==> config.mk <==
export PLATFORM = sky130hd
export DESIGN_NAME = rf_write_scheduler
export DESIGN_NICKNAME = d
export VERILOG_FILES = /design/src/rtl/rf_write_scheduler.sv
export SDC_FILE = /design/constraint.sdc
export NUM_CORES = 1
export LEC_CHECK = 0
export CORE_MARGIN = 5
export CORE_UTILIZATION = 30
export DETAILED_ROUTE_END_ITERATION = 8
export PLACE_DENSITY_LB_ADDON = 0.15
export SLEW_MARGIN = 20
export SYNTH_ARGS = -nofsm -noshare
export SYNTH_HDL_FRONTEND = slang
export SYNTH_SLANG_ARGS = --single-unit
==> constraint.sdc <==
create_clock -name clk -period 4.44 [get_ports clk]
set_clock_uncertainty 0.05 [all_clocks]
set_input_delay 0.888 -clock clk [delete_from_list [all_inputs] [get_ports clk]]
set_output_delay 0.888 -clock clk [all_outputs]
set_load 0.1 [all_outputs]
==> src/rtl/rf_write_scheduler.sv <==
// Register-file write-port arbiter: shares one write port between the writeback stage and a
// multi-cycle unit's result FIFO, and tracks outstanding multi-cycle destinations for decode stalls.
module rf_write_scheduler #(
    parameter int ZERO_REG     = 1,
    parameter int FIFO_DEPTH   = 2,
    parameter int STARVE_LIMIT = 8
) (
    input  logic        clk,
    input  logic        rst,
    input  logic        wb_valid,
    input  logic [4:0]  wb_rd,
    input  logic [31:0] wb_data,
    output logic        wb_stall,
    input  logic        mc_issue,
    input  logic [4:0]  mc_issue_rd,
    input  logic        mc_valid,
    input  logic [4:0]  mc_rd,
    input  logic [31:0] mc_data,
    output logic        mc_ready,
    input  logic        dec_valid,
    input  logic [4:0]  dec_rs1,
    input  logic [4:0]  dec_rs2,
    input  logic [4:0]  dec_rd,
    input  logic        dec_use_rs1,
    input  logic        dec_use_rs2,
    input  logic        dec_we,
    output logic        dec_stall,
    output logic        rf_we,
    output logic [4:0]  rf_a3,
    output logic [31:0] rf_wd
);

    localparam int AW = (FIFO_DEPTH > 1) ? $clog2(FIFO_DEPTH) : 1;
    localparam int SW = $clog2(STARVE_LIMIT + 1);
    localparam logic [AW:0]   DEPTH_C = (AW+1)'(FIFO_DEPTH);
    localparam logic [SW-1:0] LIMIT_C = SW'(STARVE_LIMIT);
    localparam logic          ZERO_C  = (ZERO_REG != 0);

    logic [4:0]    rd_mem   [FIFO_DEPTH];
    logic [31:0]   data_mem [FIFO_DEPTH];
    logic [AW-1:0] wr_ptr, rd_ptr;
    logic [AW:0]   count;
    logic [SW-1:0] starve;
    logic [31:0]   busy;

    logic          empty, not_full, preempt, sel_fifo, sel_wb, pop, push;
    logic [4:0]    head_rd, dest;
    logic [31:0]   head_data, wdata, clr_mask, set_mask, busy_eff;

    // NOTE: every signal gets a value on every path through always_comb, so no latch is inferred.
    always_comb begin
        empty     = (count == '0);
        not_full  = (count < DEPTH_C);
        head_rd   = rd_mem[rd_ptr];
        head_data = data_mem[rd_ptr];
        preempt   = !empty && (starve >= LIMIT_C);
        sel_fifo  = !empty && (preempt || !wb_valid);
        sel_wb    = wb_valid && !sel_fifo;
        pop       = sel_fifo && !rst;
        push      = mc_valid && not_full && !rst;
        dest      = sel_fifo ? head_rd   : wb_rd;
        wdata     = sel_fifo ? head_data : wb_data;
        clr_mask  = pop ? (32'd1 << head_rd) : 32'd0;
        set_mask  = (mc_issue && !rst && !(ZERO_C && mc_issue_rd == 5'd0))
                    ? (32'd1 << mc_issue_rd) : 32'd0;
        // A register popped this cycle is forwarded by the register file, so it no longer blocks decode.
        busy_eff  = busy & ~clr_mask;
    end

    always_comb begin
        mc_ready  = rst || not_full;
        wb_stall  = !rst && preempt && wb_valid;
        rf_we     = !rst && (sel_fifo || sel_wb) && !(ZERO_C && dest == 5'd0);
        rf_a3     = rst ? 5'd0  : dest;
        rf_wd     = rst ? 32'd0 : wdata;
        dec_stall = !rst && dec_valid &&
                    ((dec_use_rs1 && busy_eff[dec_rs1]) ||
                     (dec_use_rs2 && busy_eff[dec_rs2]) ||
                     (dec_we      && busy_eff[dec_rd]));
    end

    // NOTE: sequential state uses non-blocking assignments so every flop samples pre-edge values.
    always_ff @(posedge clk or posedge rst) begin
        if (rst) begin
            wr_ptr <= '0;
            rd_ptr <= '0;
            count  <= '0;
            starve <= '0;
            busy   <= '0;
        end else begin
            if (push) wr_ptr <= wr_ptr + 1'b1;
            if (pop)  rd_ptr <= rd_ptr + 1'b1;
            count <= count + {{AW{1'b0}}, push} - {{AW{1'b0}}, pop};
            if (pop || empty)
                starve <= '0;
            else if (starve < LIMIT_C)
                starve <= starve + 1'b1;
            busy <= (busy & ~clr_mask) | set_mask;
        end
    end

    // NOTE: FIFO storage has no reset; count gates every read, so stale entries are never observed.
    always_ff @(posedge clk) begin
        if (push) begin
            rd_mem[wr_ptr]   <= mc_rd;
            data_mem[wr_ptr] <= mc_data;
        end
    end

endmodule

==> results.py, run 1 <==
metrics = {
    "place": {
        "dpl.hpwl_um": 17400,
        "place_ws_ns": -0.191,
        "io_buffers": 143,
        "gp_congestion": 0.917,
    },
    "synthesis": {
        "yosysTopAreaCell": "edfxtp_1",
        "synth-seq-cells": 114,
        "syn_nets": 685,
        "synth.distinct_cells": 70,
        "synth_edf_count": 74,
        "synth.top_cells.by_area": "edfxtp_1, dfrtp_1, mux2i_1",
        "synthCells": 579,
        "ys_top_cells_by_count": "edfxtp_1, nor2_1, mux2i_1",
        "ys_warn_count": 0,
        "synthFlopType": "edfxtp_1",
        "synth.most_common_cell": "edfxtp_1",
        "avgSynthCellArea_um2": 10.9,
        "syn_area_mm2": 0.00633,
        "ys_seq_area_frac": 0.509,
        "async_reset_ff_frac": 0.351,
        "synth_top_area_share": 0.351,
    },
    "route": {
        "vias": 5594,
        "vias_per_cell": 5.24,
        "drtIter0Drc": 216,
        "dr.pass1.iters": 4,
        "routedWlPerCell_um": 21.2,
        "drt-total-wl_um": 22600,
        "antenna_left": 0,
        "route.detailed.drc": 0,
    },
    "setup_path": {
        "cp_cell_sequence": "buf_12, or3_1, a21o_2, o21ai_2, mux2i_1, mux4_2, o211ai_2, a211oi_1, a211o_1, buf_12",
        "crit_family": "compound AO/OA/AOI/OAI gates",
        "cp-start-kind": "register",
        "required_ns": 3.50,
        "worstPathMaxFanout": 13,
        "crit_path_frequent_cell": "buf_12",
        "worstSetupPathType": "register to output port",
        "crit_arrival_ns": 3.41,
        "crit_slowest_cell": "mux4_2",
        "endpoint_kind": "output port",
        "cp_num_buf_inv": 2,
        "cp_slowest_stage_delay_ns": 0.54,
    },
    "global_routing": {
        "grt-ovfl-total": 0,
        "track_usage": 0.190,
        "busiest_layer": "met2",
        "antenna_found_initial": 1,
        "grt_use_met2": 0.314,
        "met3_usage": 0.0631,
        "grt_max_degree": 77,
        "met1_usage": 0.243,
        "grt_pass1_wl_um": 34900,
        "grt_pass1_vias": 5878,
    },
    "timing": {
        "finalHoldViolations": 0,
        "max_freq_ghz": 0.230,
        "tns_ns": 0,
        "slew-limit-headroom": 0.363,
        "finalSetupViolations": 0,
        "finalMaxSlewViolations": 0,
        "whs_ns": 0.384,
        "period_minus_slack_ns": 4.35,
        "rsz0062_at_grt": "no",
        "tightest_slew_ns": 0.955,
        "post-route-period-util": 0.980,
        "layout_setup_ws_ns": 0.0895,
    },
    "finish": {
        "final-seq-area_mm2": 0.00323,
        "syn2layout_area_growth_pct": 52.8,
        "multi_input_area_mm2": 0.00319,
        "nets": 885,
        "drive_gt1_frac": 0.288,
        "diodes": 0,
        "fillers": 1978,
    },
    "clock_network": {
        "cts_tree": "done",
        "h-tree-depth": 4,
        "clock_path_buffers": 2,
        "clock_sinks": 114,
        "clock_latency_ns": 0.41,
        "clk_root_buffer_cell": "clkbuf_16",
        "path_clk_slew_ns": 0.06,
        "cts_inserted_buffers": 17,
    },
    "floorplanning": {
        "dieArea_mm2": 0.0241,
        "die_h_um": 155,
        "design.portCount": 144,
        "die_x_um": 155,
        "initial_utilization": 0.303,
        "fp-row-count": 53,
        "core_area_mm2": 0.0209,
    },
    "flow_run": {
        "maxCapViolations": 0,
    },
    "worst_hold_path": {
        "hold_class": "input port to async pin",
    },
    "pwr": {
        "vdd.ir_drop.worst_v": 0.000302,
        "power_density_mw_per_mm2": 545,
        "p_leak_uw": 0.00367,
    },
    "status": {
        "status": "complete, no violations",
    },
}
==> per-layer routing <==
metal	vias up	wire length (um)
li1	2655	-
met3	18	1520
met2	188	11000
met1	2731	9760
met5	-	7
met4	2	253
==> sequential cells by signal, summed over array words and instances, names as in the netlist <==
register / cells
count: 2
rd_mem: 10
busy: 32
rd_ptr: 1
wr_ptr: 1
data_mem: 64
starve: 4
==> cell usage in the layout, fill, tap and decap left out, drive strengths merged, types with 14 or more instances in the layout <==
master and count:
buf 115, clkdlybuf4s50 100, edfxtp 74, nor2 64, mux2i 50, o21ai 47
a211oi 43, dfrtp 40, nand2 24, clkbuf 19, inv 18, a21oi 14
==> power breakdown <==
group	total (uW)	leakage (uW)	switching [uW]	internal (uW)
Combinational	2350	0.00219	1470	882
Sequential	1440	0.00118	102	1340
Clock	1470	0.000302	526	947
Total	5270	0.00367	2100	3170
==> what timing repair did <==
| item | in CTS | in global routing |
|---|---|---|
| cloned | 0 | 0 |
| setup endpoints to repair | 1 | 1 |
| gates resized for setup | 12 | 22 |
| buffers inserted | 0 | 5 |
| hold buffers | 0 | 0 |
| pin swaps | 3 | 9 |
| hold endpoints to repair | 0 | 0 |
==> worst paths after layout <==
check	start	end	slack (ns)	cells after the start
setup / recovery	rd_ptr	dec_stall	0.09	10
max in group asynchronous	rst	rd_ptr	3.21	3
hold / removal	rst	busy[13]	0.38	2
hold reg to reg	busy[16]	busy[16]	0.44	2
setup reg to reg	count[1]	rd_mem[0][3]	2.26	4
min in group clk	busy[16]	busy[16]	0.44	2
==> layout make-up <==
| cell class | count | area share |
|---|---|---|
| clock buffer | 18 | 0.0444 |
| clock inverter | 14 | 0.0208 |
| inverter | 14 | 0.00543 |
| multi-input combinational | 415 | 0.330 |
| sequential | 114 | 0.334 |
| tap | 275 | 0.0356 |
| timing repair buffer | 217 | 0.231 |
==> cells by family (layout without fill, tap and decap cells) <==
family / Yosys count / in the layout / share of synthesized area
compound gates: 184 / 184 / 0.204
simple gates: 162 / 162 / 0.133
flops: 114 / 114 / 0.509
mux: 60 / 60 / 0.106
buf+inv: 50 / 263 / 0.0330
xor+xnor: 6 / 6 / 0.00830
fa+ha+maj: 3 / 3 / 0.00593
==> metrics by stage <==
step / power, uW / instances / util / area, um^2
after floorplan: 2930 / 579 / - / 6520
after global placement: 3730 / 1030 / 0.425 / 8890
after detailed placement: 3750 / 1030 / 0.425 / 8890
after CTS: 5250 / 1062 / 0.456 / 9530
after global routing: 5520 / 1067 / 0.463 / 9670
final: 5270 / 1067 / 0.463 / 9670
(Power assumes the default switching activity.)
==> inputs of run 2 (changes only) <==
--- a/config.mk
+++ b/config.mk
@@ -5,8 +5,10 @@
 export SDC_FILE = /design/constraint.sdc
 export NUM_CORES = 1
 export LEC_CHECK = 0
-export CORE_MARGIN = 5
-export CORE_UTILIZATION = 30
+export CELL_PAD_IN_SITES_DETAIL_PLACEMENT = 1
+export CELL_PAD_IN_SITES_GLOBAL_PLACEMENT = 2
+export CORE_MARGIN = 3
+export CORE_UTILIZATION = 29
 export DETAILED_ROUTE_END_ITERATION = 8
 export PLACE_DENSITY_LB_ADDON = 0.15
 export SLEW_MARGIN = 20
==> run 2 against run 1 <==
Compared with the run above: critical path depth rose by 1; sequential share of layout area fell by 0.82 points; routed wire length rose by 3.7%; sequential power barely moved; register-to-register slack got worse by 0.11 ns; die area fell by 1.9%; total power rose by 1.4%; non-clock buffer count rose by 7; largest power group unchanged; highest routed layer unchanged.
==> results.py, run 2 (synthesis gave the netlist of run 1 again) <==
metrics = {
    "place": {
        "io_buffers": 143,
        "placed_area_mm2": 0.00916,
        "gp_congestion": 0.944,
        "dpl.hpwl_um": 17900,
    },
    "route": {
        "route.detailed.drc": 0,
        "vias_per_cell": 5.26,
        "drt-total-wl_um": 23400,
        "routedWlPerCell_um": 21.8,
        "antenna_left": 0,
        "drtIter0Drc": 284,
        "vias": 5646,
        "dr.pass1.iters": 4,
    },
    "clock_network": {
        "clock_path_buffers": 2,
        "clk_root_buffer_cell": "clkbuf_16",
        "path_clk_slew_ns": 0.06,
        "cts_inserted_buffers": 17,
        "clock_sinks": 114,
        "clock_latency_ns": 0.42,
        "hold_buffers": 0,
        "cts_tree": "done",
        "h-tree-depth": 4,
    },
    "floorplanning": {
        "fp-row-count": 53,
        "core_area_mm2": 0.0212,
        "die_h_um": 154,
        "die_x_um": 154,
        "initial_utilization": 0.298,
        "dieArea_mm2": 0.0236,
        "design.portCount": 144,
    },
    "timing": {
        "post-route-period-util": 0.976,
        "tightest_slew_ns": 0.916,
        "finalMaxSlewViolations": 0,
        "finalSetupViolations": 0,
        "slew-limit-headroom": 0.389,
        "tns_ns": 0,
        "period_minus_slack_ns": 4.33,
        "max_freq_ghz": 0.231,
        "finalHoldViolations": 0,
    },
    "finish": {
        "diodes": 0,
        "syn2layout_area_growth_pct": 56.7,
        "largest-register": "data_mem",
        "fillers": 2272,
        "largest_reg_flops": 64,
        "reg_top3": "data_mem x64, busy x32, rd_mem x10",
        "drive_gt1_frac": 0.299,
        "layout_commonest_cell": "clkdlybuf4s50_1",
        "nets": 892,
        "fin_area_mm2": 0.00991,
        "final_cell_mix": "clkdlybuf4s50_1, buf_4, edfxtp_1",
    },
    "global_routing": {
        "grt_max_degree": 76,
        "grt_pass1_wl_um": 36000,
        "grt-ovfl-total": 0,
        "grt_pass1_vias": 6178,
        "antenna_found_initial": 1,
        "track_usage": 0.196,
    },
    "pwr": {
        "vdd.ir_drop.worst_v": 0.000342,
        "power_density_mw_per_mm2": 539,
        "p_leak_uw": 0.00374,
    },
    "setup_path": {
        "cp_slowest_stage_delay_ns": 0.55,
        "cp_num_buf_inv": 3,
        "worstSetupPathType": "register to output port",
        "crit_slowest_cell": "dfrtp_4",
        "crit_arrival_ns": 3.40,
        "required_ns": 3.50,
        "cp_cell_sequence": "buf_4, nand4b_1, a2111o_1, buf_4, o211ai_1, o2111ai_1, nand4_1, a211o_1, o21ai_0, a211o_1, buf_12",
        "cp-start-kind": "register",
        "crit_family": "compound AO/OA/AOI/OAI gates",
        "endpoint_kind": "output port",
        "worstPathMaxFanout": 11,
    },
    "worst_hold_path": {
        "hold_class": "register to register",
    },
    "flow_run": {
        "maxCapViolations": 0,
    },
    "status": {
        "status": "complete, no violations",
    },
}
## run 2: cell count changes in the layout (fill, tap and decap cells not counted), moves of 4 or more
cell / before / now
buf_12: 27 / 42
buf_4: 86 / 79
o21ai_0: 33 / 29
o21ai_1: 8 / 14
## run 2: worst reg2reg max path, stage by stage (launching register included)
cell      delay, ns
dfrtp_4        0.55
buf_4          0.22
nand4b_1       0.19
a2111o_1       0.53
o21ai_1        0.30
buf_4          0.17
o21ai_0        0.13
## run 2: worst paths after layout
check | start | to | slack (ns) | depth (start not counted)
worst min register to register | busy[16] | busy[16] | 0.44 | 2
worst max register to register | rd_ptr | busy[30] | 2.15 | 6
max in group asynchronous | rst | busy[23] | 3.31 | 3
worst max-delay path | rd_ptr | dec_stall | 0.11 | 11
min in group asynchronous | rst | starve[3] | 0.71 | 3
worst min-delay path | busy[16] | busy[16] | 0.44 | 2
## run 2: repair_timing
| item | in CTS | in global routing |
|---|---|---|
| setup buffers | 0 | 2 |
| setup endpoints to repair | 1 | 1 |
| pin swaps | 5 | 2 |
| gates cloned | 0 | 0 |
| gates resized for setup | 23 | 23 |
## run 2: through the flow
step | setup WS, ns | power [uW] | hold slack (ns) | instances | util
final | 0.107 | 5340 | 0.436 | 1073 | 0.467
after global routing | -0.0311 | 5590 | 0.481 | 1073 | 0.467
after CTS | 0.0520 | 5340 | 0.443 | 1071 | 0.462
after detailed placement | -0.322 | 3890 | 0.429 | 1040 | 0.432
after global placement | -0.199 | 3850 | 0.417 | 1040 | 0.432
after floorplan | -0.0431 | 2930 | 0.400 | 579 | -
## run 2: layer usage
| layer | global-route usage | up-vias | wire length [um] | part of all wire |
|---|---|---|---|---|
| li1 | - | 2654 | - | - |
| met1 | 0.257 | 2812 | 10400 | 0.44 |
| met2 | 0.321 | 161 | 11300 | 0.48 |
| met3 | 0.0554 | 17 | 1410 | 0.060 |
| met4 | 0.0496 | 2 | 285 | 0.012 |
| met5 | 0 | - | 13 | 0.00056 |
## run 2: layout make-up
class	instances	area, um^2	share of cell area
tap	275	344	0.0347
clock inverter	14	181	0.0183
timing repair buffer	224	2460	0.248
multi-input combinational	415	3220	0.325
sequential	114	3230	0.325
inverter	14	52.6	0.00530
clock buffer	17	425	0.0429
## run 2: power by group
| part | internal (uW) | switching, uW |
|---|---|---|
| combinational | 974 | 1500 |
| sequential | 1340 | 110 |
| clock | 887 | 527 |
